## src/rtl/seg_scan_ctrl.sv

```systemverilog
`default_nettype none
// ============================================================================
// Module   : seg_scan_ctrl
// Brief    : 4-digit seven-segment scan controller with per-slot blanking,
//            digit skipping and a frame pulse. Optional macro SCAN_DIMMING_EN
//            adds a brightness input with 4-bit PWM dimming.
// Revision : 1.0 - initial release
// ============================================================================
module seg_scan_ctrl #(
    parameter int DIV_WIDTH        = 16,
    parameter int CLK_DIV          = 50000,
    parameter int BLANK_CYCLES     = 4,
    parameter bit ANODE_ACTIVE_LOW = 1'b1
) (
    input  logic       clk,
    input  logic       reset,
    input  logic       en,
    input  logic [3:0] digit_en,
`ifdef SCAN_DIMMING_EN
    input  logic [3:0] brightness,
`endif
    output logic [1:0] sel,
    output logic [3:0] anode,
    output logic       blank,
    output logic       frame_tick
);

    localparam logic [1:0] c_st_off   = 2'd0;
    localparam logic [1:0] c_st_blank = 2'd1;
    localparam logic [1:0] c_st_show  = 2'd2;

    localparam logic [3:0]           c_anode_off  = ANODE_ACTIVE_LOW ? 4'hF : 4'h0;
    localparam logic [DIV_WIDTH-1:0] c_cnt_last   = DIV_WIDTH'(CLK_DIV - 1);
    localparam logic [DIV_WIDTH-1:0] c_blank_last = DIV_WIDTH'(BLANK_CYCLES - 1);

    logic [1:0]           r_state;
    logic [DIV_WIDTH-1:0] r_cnt;
    logic [1:0]           r_sel;
    logic [3:0]           r_anode;
    logic                 r_blank;
    logic                 r_tick;

    logic [1:0]           w_state_nxt;
    logic [DIV_WIDTH-1:0] w_cnt_nxt;
    logic [1:0]           w_sel_nxt;
    logic                 w_wrap;
    logic                 w_run;
    logic                 w_show_on;
    logic                 w_dim_on;
    logic [3:0]           w_anode_nxt;

    function automatic logic [1:0] f_first(input logic [3:0] m);
        if (m[0])      return 2'd0;
        else if (m[1]) return 2'd1;
        else if (m[2]) return 2'd2;
        else           return 2'd3;
    endfunction

    // Nearest enabled index above s (wrapping); s itself if no other is enabled.
    function automatic logic [1:0] f_next(input logic [3:0] m, input logic [1:0] s);
        logic [1:0] v_k;
        logic [1:0] v_res;
        v_res = s;
        for (int i = 3; i >= 1; i--) begin
            v_k = s + 2'(i);
            if (m[v_k]) v_res = v_k;
        end
        return v_res;
    endfunction

    assign w_run = en && (digit_en != 4'h0);

    always_ff @(posedge clk) begin
        if (reset) begin
            r_state <= c_st_off;
            r_cnt   <= '0;
            r_sel   <= 2'd0;
        end else begin
            r_state <= w_state_nxt;
            r_cnt   <= w_cnt_nxt;
            r_sel   <= w_sel_nxt;
        end
    end

    always_comb begin
        w_state_nxt = r_state;
        w_cnt_nxt   = r_cnt;
        w_sel_nxt   = r_sel;
        w_wrap      = 1'b0;
        if (!w_run) begin
            w_state_nxt = c_st_off;
            w_cnt_nxt   = '0;
        end else begin
            case (r_state)
                c_st_off: begin
                    w_state_nxt = c_st_blank;
                    w_cnt_nxt   = '0;
                    w_sel_nxt   = f_first(digit_en);
                end
                c_st_blank: begin
                    w_cnt_nxt = r_cnt + DIV_WIDTH'(1);
                    if (r_cnt == c_blank_last) w_state_nxt = c_st_show;
                end
                c_st_show: begin
                    if (r_cnt == c_cnt_last) begin
                        w_state_nxt = c_st_blank;
                        w_cnt_nxt   = '0;
                        w_sel_nxt   = f_next(digit_en, r_sel);
                        w_wrap      = (f_next(digit_en, r_sel) <= r_sel);
                    end else begin
                        w_cnt_nxt = r_cnt + DIV_WIDTH'(1);
                    end
                end
                default: begin
                    w_state_nxt = c_st_off;
                    w_cnt_nxt   = '0;
                end
            endcase
        end
    end

`ifdef SCAN_DIMMING_EN
    logic [3:0] r_pwm;
    logic [3:0] w_pwm_nxt;

    assign w_pwm_nxt = r_pwm + 4'd1;
    // Anode is registered, so gate against the pwm value of the cycle it appears in.
    assign w_dim_on  = (brightness == 4'hF) || (w_pwm_nxt < brightness);

    always_ff @(posedge clk) begin
        if (reset) r_pwm <= 4'd0;
        else       r_pwm <= w_pwm_nxt;
    end
`else
    assign w_dim_on = 1'b1;
`endif

    always_comb begin
        w_show_on   = (w_state_nxt == c_st_show) && digit_en[w_sel_nxt] && w_dim_on;
        w_anode_nxt = c_anode_off;
        if (w_show_on) w_anode_nxt = c_anode_off ^ (4'b0001 << w_sel_nxt);
    end

    always_ff @(posedge clk) begin
        if (reset) begin
            r_anode <= c_anode_off;
            r_blank <= 1'b1;
            r_tick  <= 1'b0;
        end else begin
            r_anode <= w_anode_nxt;
            r_blank <= !w_show_on;
            r_tick  <= w_wrap;
        end
    end

    assign sel        = r_sel;
    assign anode      = r_anode;
    assign blank      = r_blank;
    assign frame_tick = r_tick;

endmodule
`default_nettype wire

```

## config.mk

```make
export PLATFORM = sky130hd
export DESIGN_NAME = seg_scan_ctrl
export DESIGN_NICKNAME = d
export VERILOG_FILES = /design/src/rtl/seg_scan_ctrl.sv
export SDC_FILE = /design/constraint.sdc
export NUM_CORES = 1
export LEC_CHECK = 0
export BUFFER_PORTS_ARGS = -buffer_cell sky130_fd_sc_hd__clkbuf_2
export CORE_MARGIN = 2
export CORE_UTILIZATION = 44
export CTS_BUF_LIST = sky130_fd_sc_hd__clkbuf_16
export DETAILED_ROUTE_END_ITERATION = 16
export HOLD_SLACK_MARGIN = 0.03
export PLACE_DENSITY = 0.71
export SYNTH_ARGS = -nofsm -noshare
export SYNTH_HDL_FRONTEND = slang
export SYNTH_SLANG_ARGS = --single-unit
```

## constraint.sdc

```tcl
create_clock -name clk -period 2.4 [get_ports clk]
set_input_delay 0.12 -clock clk [delete_from_list [all_inputs] [get_ports clk]]
set_output_delay 0.12 -clock clk [all_outputs]
set_load 0.005 [all_outputs]
```

-- Word level (Yosys, flattened, before mapping)
Cells that the tools add are included.
- add/sub/neg operators: 4
- $mul: 0
- div/mod/pow operators: 0
- $lt $le $gt $ge: 5
- equality and inequality tests: 5
- shift operators: 1
- multiplexer cells: 26
- bitwise logic cells: 5
- reductions and logical operators: 8
- operators by type and width (kind ; count):
    16-bit one-hot mux with 2 select lines ; 1
    2-bit two-way mux ; 13
    16-bit by 1-bit adder with 16-bit output, second input constant ; 1
    16-bit equality test, second input constant ; 1
    16-bit by 2-bit equality test with 1-bit output, second input constant ; 1
    16-bit two-way mux ; 1
    2-bit by 3-bit less-than comparator with 1-bit output, second input constant ; 4
    1-bit binary-select mux with 2-bit select ; 4
    2-bit one-hot mux with 3 select lines ; 1
    1-bit two-way mux ; 5
    2-bit adder, second input constant ; 2
    2-bit equality test, second input constant ; 2
    1-bit inverter ; 4
    4-bit inverter ; 1
    2-bit one-hot mux with 2 select lines ; 1
    4-bit nonzero test ; 1
    2-bit OR reduction ; 2
    4-bit OR reduction ; 1
    1-bit by 2-bit << shifter with 4-bit output, first input constant ; 1
    2-bit by 1-bit adder with 2-bit output, second input constant ; 1
    2-bit by 1-bit equality test with 1-bit output, second input constant ; 1
    2-bit less-or-equal comparator ; 1
    1-bit logical AND ; 2
    2-bit zero test ; 1
    1-bit zero test ; 1
- flip-flop bits (word level): 26
- latch bits: 0
- bits in writable memories: 0
- memory bits (read-only): 0
- input bits: 7
- output and inout port bits: 8
- memories kept: 0

-- Depth between registers and ports, before layout
Gate-level depths: netlist (run 1).
- depth after elaboration: 14
- mapped depth: 8

-- Least setup slack after synthesis (run 1)
OpenSTA, ideal clock, no wires.
- path kind: register to register
- start: register r_state[0]
- end: register r_anode[1] (netlist: anode[1])
- setup time: 0.138 ns
- arrival: 1.841 ns
- required time: 2.262 ns
- slack: 0.421 ns
- cell stages (with the launch flop): 9
- path buffers: 0
- clock period less this slack: 1.979 ns
- cell sequence: dfxtp_1 -> inv_1 -> ha_1 -> nand4_1 -> or2_2 -> a311oi_1 -> a221oi_2 -> nor4_1 -> nand3_1
- cells in the longest elaborated chain, start to end: 8
- elaborated cells on any way between the ends: 17
- RTL lines (element ; line ; text):
    start: declaration ; 36 ; logic [1:0] r_state;
    start signal: assignment ; 75 ; r_state <= c_st_off;
    start signal: assignment ; 79 ; r_state <= w_state_nxt;
    2-bit equality test / 2-bit zero test (equally long branches) ; 94 ; case (r_state)
    2-bit one-hot mux with 2 select lines ; 94 ;
    2-bit two-way mux ; 90 ; if (!w_run) begin
    1-bit binary-select mux with 2-bit select ; 139 ; w_show_on = (w_state_nxt == c_st_show) && digit_en[w_sel_nxt] && w_dim_on;
    1-bit two-way mux (not written as such) ; 139 ;
    1-bit logical AND ; 139 ;
    1-bit inverter (no line) ; n/a ;
    2-bit OR reduction (no line) ; n/a ;
    end signal: assignment ; 146 ; r_anode <= c_anode_off;
    end signal: assignment ; 150 ; r_anode <= w_anode_nxt;
    end: declaration ; 39 ; logic [3:0] r_anode;
Parallel ways exist; a longest one is shown, timed or not. The select of a mux whose other input is x is not followed.
A chain may end at the register's enable or synchronous reset.

-- Final worst setup path (run 1)
Ends and elaborated chain as after synthesis.

==> key figures, run 1 <==
Floorplan
  – Die Span Y: between 60 and 70 um
  – Top Ports: 15
  – Die area: between 3000 and 4000 um^2
  – Initial Utilization: 46.2%
  – Die Wd: roughly 60 um
  – Std cell rows: 20
  – Core Box Area: 3030 um^2

Finish
  – Share of layout cells above drive strength 1: 21.4%
  – Register area: 520 um^2
  – Post-layout util: around 54%
  – Post-Layout Cell Count: about 220
  – Final net count: 188
  – Ant diodes: 0
  – Filler cells: between 200 and 300
  – Area of the multi-input gates: ~860 um^2
  – Area grow syn2layout: 16.0%

Worst setup path
  – Crit-path max cell delay: 0.38 ns
  – Arr. time, crit path: around 2.3 ns
  – Type of origin of the critical path: flip-flop
  – Slowest CP cell: a311oi_1
  – Critical-path maximum fanout: 5
  – Worst Path Class, Setup: flip-flop to flip-flop
  – CP Cell Sequence: inv_1 -> ha_1 -> nand4_1 -> or2_2 -> a311oi_1 -> a221oi_4 -> nor4_2 -> nand3_1
  – Setup crit end kind: flip-flop
  – WP data required: approximately 2.5 ns

Logic synthesis
  – Asr flop ratio synth: 0%
  – Area share of and/or/nand/nor cells after synthesis: a little under a third
  – Yosys reg bits: 26
  – Cells after Synth: between 150 and 200
  – Sequential cell area fraction in the yosys report: between 30% and 40%
  – Number of enable flip-flop cells after synthesis: 0
  – Mux cell area share after synthesis: 3.40%
  – Synthesis Warnings: 0
  – Synth unique cells: between 40 and 50
  – Post-synthesis compound-gate area fraction: around 10%
  – Synth Net Count: 170
  – Avg Cell Area, Syn: roughly 9.0 um^2
  – Main combinational cell family by area after synthesis: simple AND/OR/NAND/NOR gates
  – Xor/xnor share of the synthesized area: under 10%
  – Post-Synth Adder-Cell Area: under 10%
  – Post-Syn Area: approximately 1400 um^2
  – Top_reg_cell synth: dfxtp_1

Placed design
  – I/O Buffers: 14
  – Dpl cells: 213
  – Gpl congestion: 0.785
  – HPWL Detailed: approximately 2000 um

Detailed routing
  – Post-DR vias/cell: about 5.2
  – Average wire per standard cell: between 10 and 15 um
  – Drt first pass iters: 4
  – Vias post-DR: 1,128
  – Initial drt markers: about 50
  – Routed WL: around 2700 um
  – ANT nets after route: 0
  – Remaining DRCs: 0

CTS
  – H-tree levels: 1
  – TritonCTS clock tree: built
  – Num CTS Buffers: 3
  – Clk_lat worst skew: between 0.2 and 0.3 ns
  – # hold bufs at CTS: 0
  – Number of setup buffers added after CTS: 0
  – Deepest clock path buffer count: 2
  – Clock Root Buffer: clkbuf_16
  – Clock slew at reported path FFs: roughly 0.060 ns
  – Sink Count: 26

Status
  – Outcome: finished, final reports clean

Global routing
  – First-pass GRT wire length: between 4000 and 5000 um
  – GR Util met3: under 10%
  – GRT busiest layer: met2
  – Met2 track utilization from global routing: ~27%
  – Largest net degree at the start of global routing: 17
  – Vias in the first global route: between 1,000 and 1,500
  – Global-route track usage on met1: 20.1%
  – Initial antenna violation count: 0
  – Global Route Usage Sum: 16.2%
  – Total grt overflow: 0

Timing
  – Final setup TNS: 0 ns
  – Setup-violating endpoint count in the final report: 0
  – FMAX: around 0.45 GHz
  – Final hold violation count: 0
  – Final Skew: around 0.0049 ns
  – Fin crit share: ~92%
  – Hold Slack: between 0.08 and 0.09 ns
  – Fin crit period: around 2.2 ns
  – Max Slew Vio Count: 0
  – Worst-Margin Slew: roughly 0.47 ns
  – Slew headroom: between 60% and 70%
  – Unrepaired setup endpoints after global routing: no

Worst hold path
  – Class of the worst hold path: input pin to flip-flop

Power and ir drop
  – Worst vdd ir: between 0.2 and 0.25 mV
  – LEAKAGE: 0.585 nW
  – Pwr Density: between 500 and 600 nW/um^2

Flow run
  – Max capacitance violation total: 0
## cells in the final DEF, fill, tap and decap left out, types with 2 or more instances in the layout
| master | count |
|---|---|
| xor2_1 | 7 |
| a22oi_1 | 2 |
| mux2_2 | 2 |
| nand3_1 | 7 |
| ha_1 | 7 |
| dfxtp_1 | 26 |
| a21oi_1 | 3 |
| clkbuf_16 | 3 |
| o21ai_0 | 2 |
| nand2_1 | 12 |
| nor2_1 | 27 |
| nor4_1 | 2 |
| inv_1 | 7 |
| and3_1 | 4 |
| or3_2 | 2 |
| clkbuf_2 | 14 |
| or2_2 | 3 |
| nand4_1 | 4 |
| and4_1 | 2 |
| nand3b_1 | 2 |
| xnor2_1 | 7 |
| nor2b_1 | 2 |
| nor3_1 | 3 |
## registers in the layout, summed over array words and instances (netlist names)
name	flops
r_cnt	16
anode	4
r_state	2
sel	2
blank	1
frame_tick	1
## worst max-delay path, delay by kind of cell (launching register included)
family	cells	cell delay, ns
flops	1	0.34
fa+ha+maj	1	0.23
simple gates	4	0.91
buf+inv	1	0.10
compound gates	2	0.51
## final cells by class
| class | instances | share of cell area, % |
|---|---|---|
| clock inverter | 1 | 0.231 |
| sequential | 26 | 32.1 |
| clock buffer | 3 | 4.63 |
| tap | 44 | 3.40 |
| timing repair buffer | 15 | 4.78 |
| multi-input combinational | 121 | 53.2 |
| inverter | 7 | 1.62 |
## path summary, 6_finish.rpt
kind,startpoint,to,slack [ns],depth (start not counted)
setup / recovery,r_state[0],anode[1],0.19,8
hold / removal,reset,sel[1],0.09,2
setup reg to reg,r_state[0],anode[1],0.19,8
hold reg to reg,r_cnt[0],r_cnt[0],0.46,1
## cells in the mapped netlist (2+ instances only)
library cell	instances	area share [%]
nor2_1	27	7.3
dfxtp_1	26	37
nand2_1	12	3.2
ha_1	7	6.3
inv_1	7	1.9
nand3_1	7	2.5
xnor2_1	7	4.4
xor2_1	7	4.4
a21oi_1	4	1.4
and3_1	4	1.8
nand4_1	4	1.8
nor3_1	3	1.1
nor4_1	3	1.3
or2_2	3	1.3
a22oi_1	2	1.1
and4_1	2	1.3
mux2_2	2	1.6
nand3b_1	2	1.1
nor2b_1	2	0.90
o21ai_0	2	0.72
or3_2	2	1.1
## through the flow
| step | instance area, um^2 | setup slack, ns | total power, W |
|---|---|---|---|
| CTS | 1600 | 0.166 | 0.000891 |
| global route | 1620 | 0.0207 | 0.000917 |
| floorplan | 1400 | 0.421 | 0.000499 |
| detailed placement | 1520 | 0.193 | 0.000522 |
| finish | 1620 | 0.188 | 0.000884 |
| global placement | 1520 | 0.254 | 0.000520 |
## what timing repair did
action | in CTS | in global routing
hold endpoints to repair | 0 | 0
gates resized for setup | 0 | 3
setup endpoints to repair | 0 | 3
## per-layer routing
layer  share of wire [%]  wire (um)
met1                  46       1230
met2                  47       1240
met3                 4.8        127
met4                 2.1         55
met5                   0          0
## where the power goes
group,switching (W),internal [W]
combinational,0.0000421,0.0000354
sequential,0.00000581,0.000434
clock,0.000143,0.000223
total,0.000191,0.000693
## cell families (layout without fill, tap and decap cells)
family,after synthesis,in the layout
buf+inv,9,26
mux,4,4
simple gates,80,80
fa+ha+maj,7,7
compound gates,16,16
flops,26,26
xor+xnor,14,14
Note: power is estimated with default switching activity, not from simulation.
==> run 2: changes to the inputs <==
--- a/config.mk
+++ b/config.mk
@@ -8,7 +8,7 @@
 export BUFFER_PORTS_ARGS = -buffer_cell sky130_fd_sc_hd__clkbuf_2
 export CORE_MARGIN = 2
 export CORE_UTILIZATION = 44
-export CTS_BUF_LIST = sky130_fd_sc_hd__clkbuf_16
+export CTS_BUF_LIST = sky130_fd_sc_hd__clkbuf_8 sky130_fd_sc_hd__clkbuf_16
 export DETAILED_ROUTE_END_ITERATION = 16
 export HOLD_SLACK_MARGIN = 0.03
 export PLACE_DENSITY = 0.71
==> run 2 against run 1 <==
  * First-iteration DRC count up 35%
  * Non-clock buffer count unchanged
  * Worst setup slack better by 0.0084 ns
  * Die area unchanged
==> key figures, run 2 (synthesized netlist as in run 1, its figures left out) <==
Flow run
  – Max capacitance violation total: 0 (unchanged)

Finish
  – Commonest cells after routing, fill and taps aside: nor2_1 (27), dfxtp_1 (26), clkbuf_2 (14)
  – Share of layout cells above drive strength 1: 22.0% (+0.58 points)
  – Final net count: 188 (unchanged)
  – Top reg by flops: r_cnt
  – Area grow syn2layout: 14.3%
  – Filler cells: 281 (-0.71%)
  – Max reg flops: 16 (unchanged)
  – Ant diodes: 0 (unchanged)
  – Most common cell after layout, fill and taps aside: nor2_1

Worst setup path
  – FF-to-FF setup slack: 0.20 ns (about the same)
  – Critical-path maximum fanout: 5 (unchanged)
  – WP data required: 2.54 ns (about the same)
  – Type of origin of the critical path: flip-flop
  – Setup crit end kind: flip-flop
  – Worst Path Class, Setup: flip-flop to flip-flop
  – Arr. time, crit path: 2.35 ns (about the same)

Floorplan
  – Die Wd: 60.4 um (unchanged)
  – Die area: 3640 um^2 (unchanged)
  – Die Span Y: 60.4 um (unchanged)
  – Std cell rows: 20 (unchanged)
  – Top Ports: 15 (unchanged)
  – Initial Utilization: 46.2% (unchanged)
  – Core Box Area: 3030 um^2 (unchanged)

Placed design
  – HPWL Detailed: 1980 um (unchanged)
  – I/O Buffers: 14 (unchanged)
  – Gpl congestion: 0.785 (unchanged)

Detailed routing
  – Remaining DRCs: 0 (unchanged)
  – Drt first pass iters: 4 (unchanged)
  – Vias post-DR: 1,121 (-0.62%)
  – Routed WL: 2660 um (+0.19%)
  – ANT nets after route: 0 (unchanged)
  – Average wire per standard cell: 12.3 um (+0.19%)
  – Initial drt markers: 69 (+35%)
  – Post-DR vias/cell: 5.17 (-0.62%)

CTS
  – H-tree levels: 1 (unchanged)
  – Clock Root Buffer: clkbuf_8
  – Num CTS Buffers: 3 (unchanged)
  – Clk_lat worst skew: 0.27 ns (about the same)
  – TritonCTS clock tree: built
  – Clock slew at reported path FFs: 0.09 ns (+0.03 ns)
  – Deepest clock path buffer count: 2 (unchanged)
  – Sink Count: 26 (unchanged)

Timing
  – Hold Slack: 0.0725 ns (-0.0140 ns)
  – Fin crit share: 91.8% (-0.35 points)
  – Max Slew Vio Count: 0 (unchanged)
  – Setup-violating endpoint count in the final report: 0 (unchanged)
  – Fin crit period: 2.20 ns (-0.00840 ns)
  – Unrepaired setup endpoints after global routing: no
  – Final hold violation count: 0 (unchanged)
  – Final setup TNS: 0 ns (unchanged)
  – FMAX: 0.454 GHz (+0.38%)
  – Final Skew: 0.00578 ns (+0.000926 ns)
  – Worst-Margin Slew: 0.467 ns (-0.000626 ns)
  – Slew headroom: 68.8% (about the same)

Worst hold path
  – Class of the worst hold path: input pin to flip-flop

Global routing
  – First-pass GRT wire length: 4420 um (-0.14%)
  – Vias in the first global route: 1,041 (+1.2%)
  – Largest net degree at the start of global routing: 17 (unchanged)
  – Global Route Usage Sum: 16.0% (-0.18 points)
  – Total grt overflow: 0 (unchanged)
  – Initial antenna violation count: 0 (unchanged)

Power and ir drop
  – Worst vdd ir: 0.214 mV (-10%)
  – Pwr Density: 497 nW/um^2 (-8.9%)
  – LEAKAGE: 0.575 nW (-1.7%)

Status
  – Outcome: finished, final reports clean
## run 2: worst paths after layout
| check | start | end | cells after the start |
|---|---|---|---|
| setup / recovery | r_state[0] | anode[1] | 8 |
| hold / removal | reset | sel[1] | 2 |
| setup reg to reg | r_state[0] | anode[1] | 8 |
| hold reg to reg | r_cnt[0] | r_cnt[0] | 1 |
## run 2: layout make-up
type	count	area, um^2	share of cell area [%]
well taps	44	55.1	3.45
multi-input cells	121	863	54.0
flip-flops and latches	26	520	32.6
clock buffers	4	55.1	3.45
inverters	7	26.3	1.64
repair buffers	15	77.6	4.86
## run 2: timing repair
action | 4_1_cts | 5_1_grt
hold buffers | 0 | 0
setup endpoints to repair | 0 | 3
buffers inserted | 0 | 0
resized for setup | 0 | 3
## run 2: power by group
part / switching (W) / leakage [nW] / internal (W)
registers: 0.00000586 / 0.210 / 0.000434
clock network: 0.000130 / 0.0288 / 0.000147
logic: 0.0000420 / 0.336 / 0.0000353
total: 0.000178 / 0.575 / 0.000616
## run 2: metal layers
metal	vias up	global-route usage, %	share of wire, %
li1	578	-	-
met2	22	27.5	47
met5	-	0	0
met1	517	20.1	48
met4	0	6.67	1.4
met3	4	2.56	4.0
## run 2: critical path: stages, from the launching register on
cell and delay, ns:
dfxtp_1 0.35, inv_1 0.10, ha_1 0.23, nand4_1 0.10, or2_2 0.31, a311oi_1 0.38
a221oi_4 0.13, nor4_2 0.37, nand3_1 0.12
## run 2: through the flow
step	instances	area, um^2	util [%]	setup WS (ns)	power (W)
6_report	217	1600	52.8	0.196	0.000794
5_1_grt	217	1600	52.8	0.0167	0.000827
4_1_cts	217	1580	52.1	0.164	0.000799
3_5_place_dp	213	1520	50.2	0.193	0.000522
3_3_place_gp	213	1520	50.2	0.254	0.000520
2_1_floorplan	156	1400	-	0.421	0.000499
==> run 3: changes to the inputs <==
--- a/config.mk
+++ b/config.mk
@@ -11,7 +11,7 @@
 export CTS_BUF_LIST = sky130_fd_sc_hd__clkbuf_8 sky130_fd_sc_hd__clkbuf_16
 export DETAILED_ROUTE_END_ITERATION = 16
 export HOLD_SLACK_MARGIN = 0.03
-export PLACE_DENSITY = 0.71
+export PLACE_DENSITY = 0.68
 export SYNTH_ARGS = -nofsm -noshare
 export SYNTH_HDL_FRONTEND = slang
 export SYNTH_SLANG_ARGS = --single-unit
==> run 3 against run 2 <==
  * Clock-buffer cell count is 1 lower
  * First-iteration DRC count is 7.2% higher
  * Global-route usage is 1.9 points higher
  * Final area is 0.31% higher
==> key figures, run 3 (synthesized netlist as in run 1, its figures left out) <==
CTS
  – Deepest clock path buffer count: 2 (unchanged)
  – Sink Count: 26 (unchanged)
  – Num CTS Buffers: 3 (unchanged)
  – PostCTS Resize Cnt: 0 (unchanged)
  – Clock slew at reported path FFs: 0.09 ns (about the same)
  – Number of setup buffers added after CTS: 0 (unchanged)
  – # hold bufs at CTS: 0 (unchanged)
  – Clock Root Buffer: clkbuf_8
  – Clk_lat worst skew: 0.27 ns (about the same)
  – H-tree levels: 1 (unchanged)
  – TritonCTS clock tree: built

Detailed routing
  – Vias post-DR: 1,140 (+1.7%)
  – Average wire per standard cell: 13.0 um (+6.0%)
  – Remaining DRCs: 0 (unchanged)
  – Initial drt markers: 74 (+7.2%)
  – Drt first pass iters: 4 (unchanged)
  – Routed WL: 2820 um (+6.0%)
  – Post-DR vias/cell: 5.25 (+1.7%)
  – ANT nets after route: 0 (unchanged)

Placed design
  – I/O Buffers: 14 (unchanged)
  – HPWL Detailed: 2130 um (+7.5%)
  – DP Worst Slack: 0.115 ns (-0.0780 ns)
  – Gpl congestion: 0.791 (+0.74%)

Global routing
  – Initial antenna violation count: 0 (unchanged)
  – Largest net degree at the start of global routing: 17 (unchanged)
  – Global Route Usage Sum: 18.0% (+1.9 points)
  – First-pass GRT wire length: 5000 um (+13%)
  – Total grt overflow: 0 (unchanged)
  – Vias in the first global route: 1,111 (+6.7%)

Floorplan
  – Std cell rows: 20 (unchanged)
  – Die Span Y: 60.4 um (unchanged)
  – Core Box Area: 3030 um^2 (unchanged)
  – Initial Utilization: 46.2% (unchanged)
  – Top Ports: 15 (unchanged)
  – Die area: 3640 um^2 (unchanged)
  – Die Wd: 60.4 um (unchanged)

Timing
  – Hold Slack: 0.0747 ns (+0.00214 ns)
  – Unrepaired setup endpoints after global routing: no
  – Setup-violating endpoint count in the final report: 0 (unchanged)
  – Slew headroom: 68.5% (-0.31 points)
  – Final setup TNS: 0 ns (unchanged)
  – Final Skew: 0.00262 ns (-0.00315 ns)
  – FMAX: 0.449 GHz (-0.99%)
  – Final hold violation count: 0 (unchanged)
  – Fin crit period: 2.23 ns (+0.0220 ns)
  – Worst-Margin Slew: 0.472 ns (+0.00465 ns)
  – Fin crit share: 92.7% (+0.92 points)
  – Max Slew Vio Count: 0 (unchanged)
  – Setup WS post-layout: 0.174 ns (-0.0220 ns)

Power and ir drop
  – Pwr Density: 548 nW/um^2 (+10%)
  – LEAKAGE: 0.583 nW (+1.3%)
  – Worst vdd ir: 0.282 mV (+32%)
  – Pwr Total: 0.000878 W (+11%)

Worst hold path
  – Class of the worst hold path: input pin to flip-flop

Finish
  – Ant diodes: 0 (unchanged)
  – Filler cells: 292 (+3.9%)
  – Post-layout util: 52.9% (+0.17 points)
  – Most common cell after layout, fill and taps aside: nor2_1
  – Top reg by flops: r_cnt
  – Max reg flops: 16 (unchanged)
  – Final net count: 188 (unchanged)
  – Share of layout cells above drive strength 1: 22.0% (unchanged)
  – Area grow syn2layout: 14.7%
  – Commonest cells after routing, fill and taps aside: nor2_1 (27), dfxtp_1 (26), clkbuf_2 (14)

Worst setup path
  – Type of origin of the critical path: flip-flop
  – CP Cell Sequence: ha_1 -> and4_1 -> and4_2 -> and2b_1 -> a221oi_2 -> nor4b_4 -> a22oi_1
  – Critical-path maximum fanout: 4 (-1)
  – WP data required: 2.55 ns (about the same)
  – Slowest CP cell: a221oi_2
  – Setup crit end kind: flip-flop
  – Crit-path max cell delay: 0.39 ns (about the same)
  – Worst Path Class, Setup: flip-flop to flip-flop
  – Crit path buf inv count: 0 (-1)
  – CP delay by family, top: simple AND/OR/NAND/NOR gates
  – Arr. time, crit path: 2.37 ns (+0.02 ns)

Flow run
  – Max capacitance violation total: 0 (unchanged)

Status
  – Outcome: finished, final reports clean
-- run 3: cell types whose count changed in the layout (fill, tap and decap cells not counted), sizes merged --
cell	previous run	this run
bufinv	0	1
clkbuf	18	17
-- run 3: worst reg2reg max path, cell delays in order, from the launching register on --
cell	delay [ns]
dfxtp_1	0.36
ha_1	0.22
and4_1	0.20
and4_2	0.23
and2b_1	0.23
a221oi_2	0.39
nor4b_4	0.33
a22oi_1	0.13
-- run 3: routing by layer --
metal | vias to the layer above | track usage, % | part of all wire, %
met4 | 0 | 7.94 | 2.1
met2 | 19 | 29.0 | 49
met3 | 8 | 2.56 | 2.9
li1 | 576 | - | -
met5 | - | 0 | 0
met1 | 537 | 23.9 | 46
-- run 3: stage by stage --
step                      std cells  area [um^2]
after CTS                       217         1590
final                           217         1600
after global placement          213         1520
after floorplan                 156         1400
after global routing            217         1600
after detailed placement        213         1520
-- run 3: final timing paths --
kind | cells after the start | startpoint | end | slack [ns]
min | 2 | reset | sel[1] | 0.07
min reg2reg | 1 | r_cnt[0] | r_cnt[0] | 0.46
max | 7 | r_cnt[0] | blank | 0.17
max reg2reg | 7 | r_cnt[0] | blank | 0.17
-- run 3: power by group --
group / leakage (nW) / switching (W) / internal (W)
combinational: 0.337 / 0.0000412 / 0.0000342
sequential: 0.210 / 0.00000583 / 0.000434
clock: 0.0357 / 0.000139 / 0.000223
-- run 3: cell type report --
| class | instances | area, um^2 | area share (%) |
|---|---|---|---|
| repair buffers | 15 | 77.6 | 4.84 |
| clock buffers | 3 | 41.3 | 2.58 |
| inverters | 7 | 26.3 | 1.64 |
| flip-flops and latches | 26 | 520 | 32.5 |
| multi-input cells | 121 | 852 | 53.2 |
| clock inverters | 1 | 30.0 | 1.87 |
| well taps | 44 | 55.1 | 3.43 |
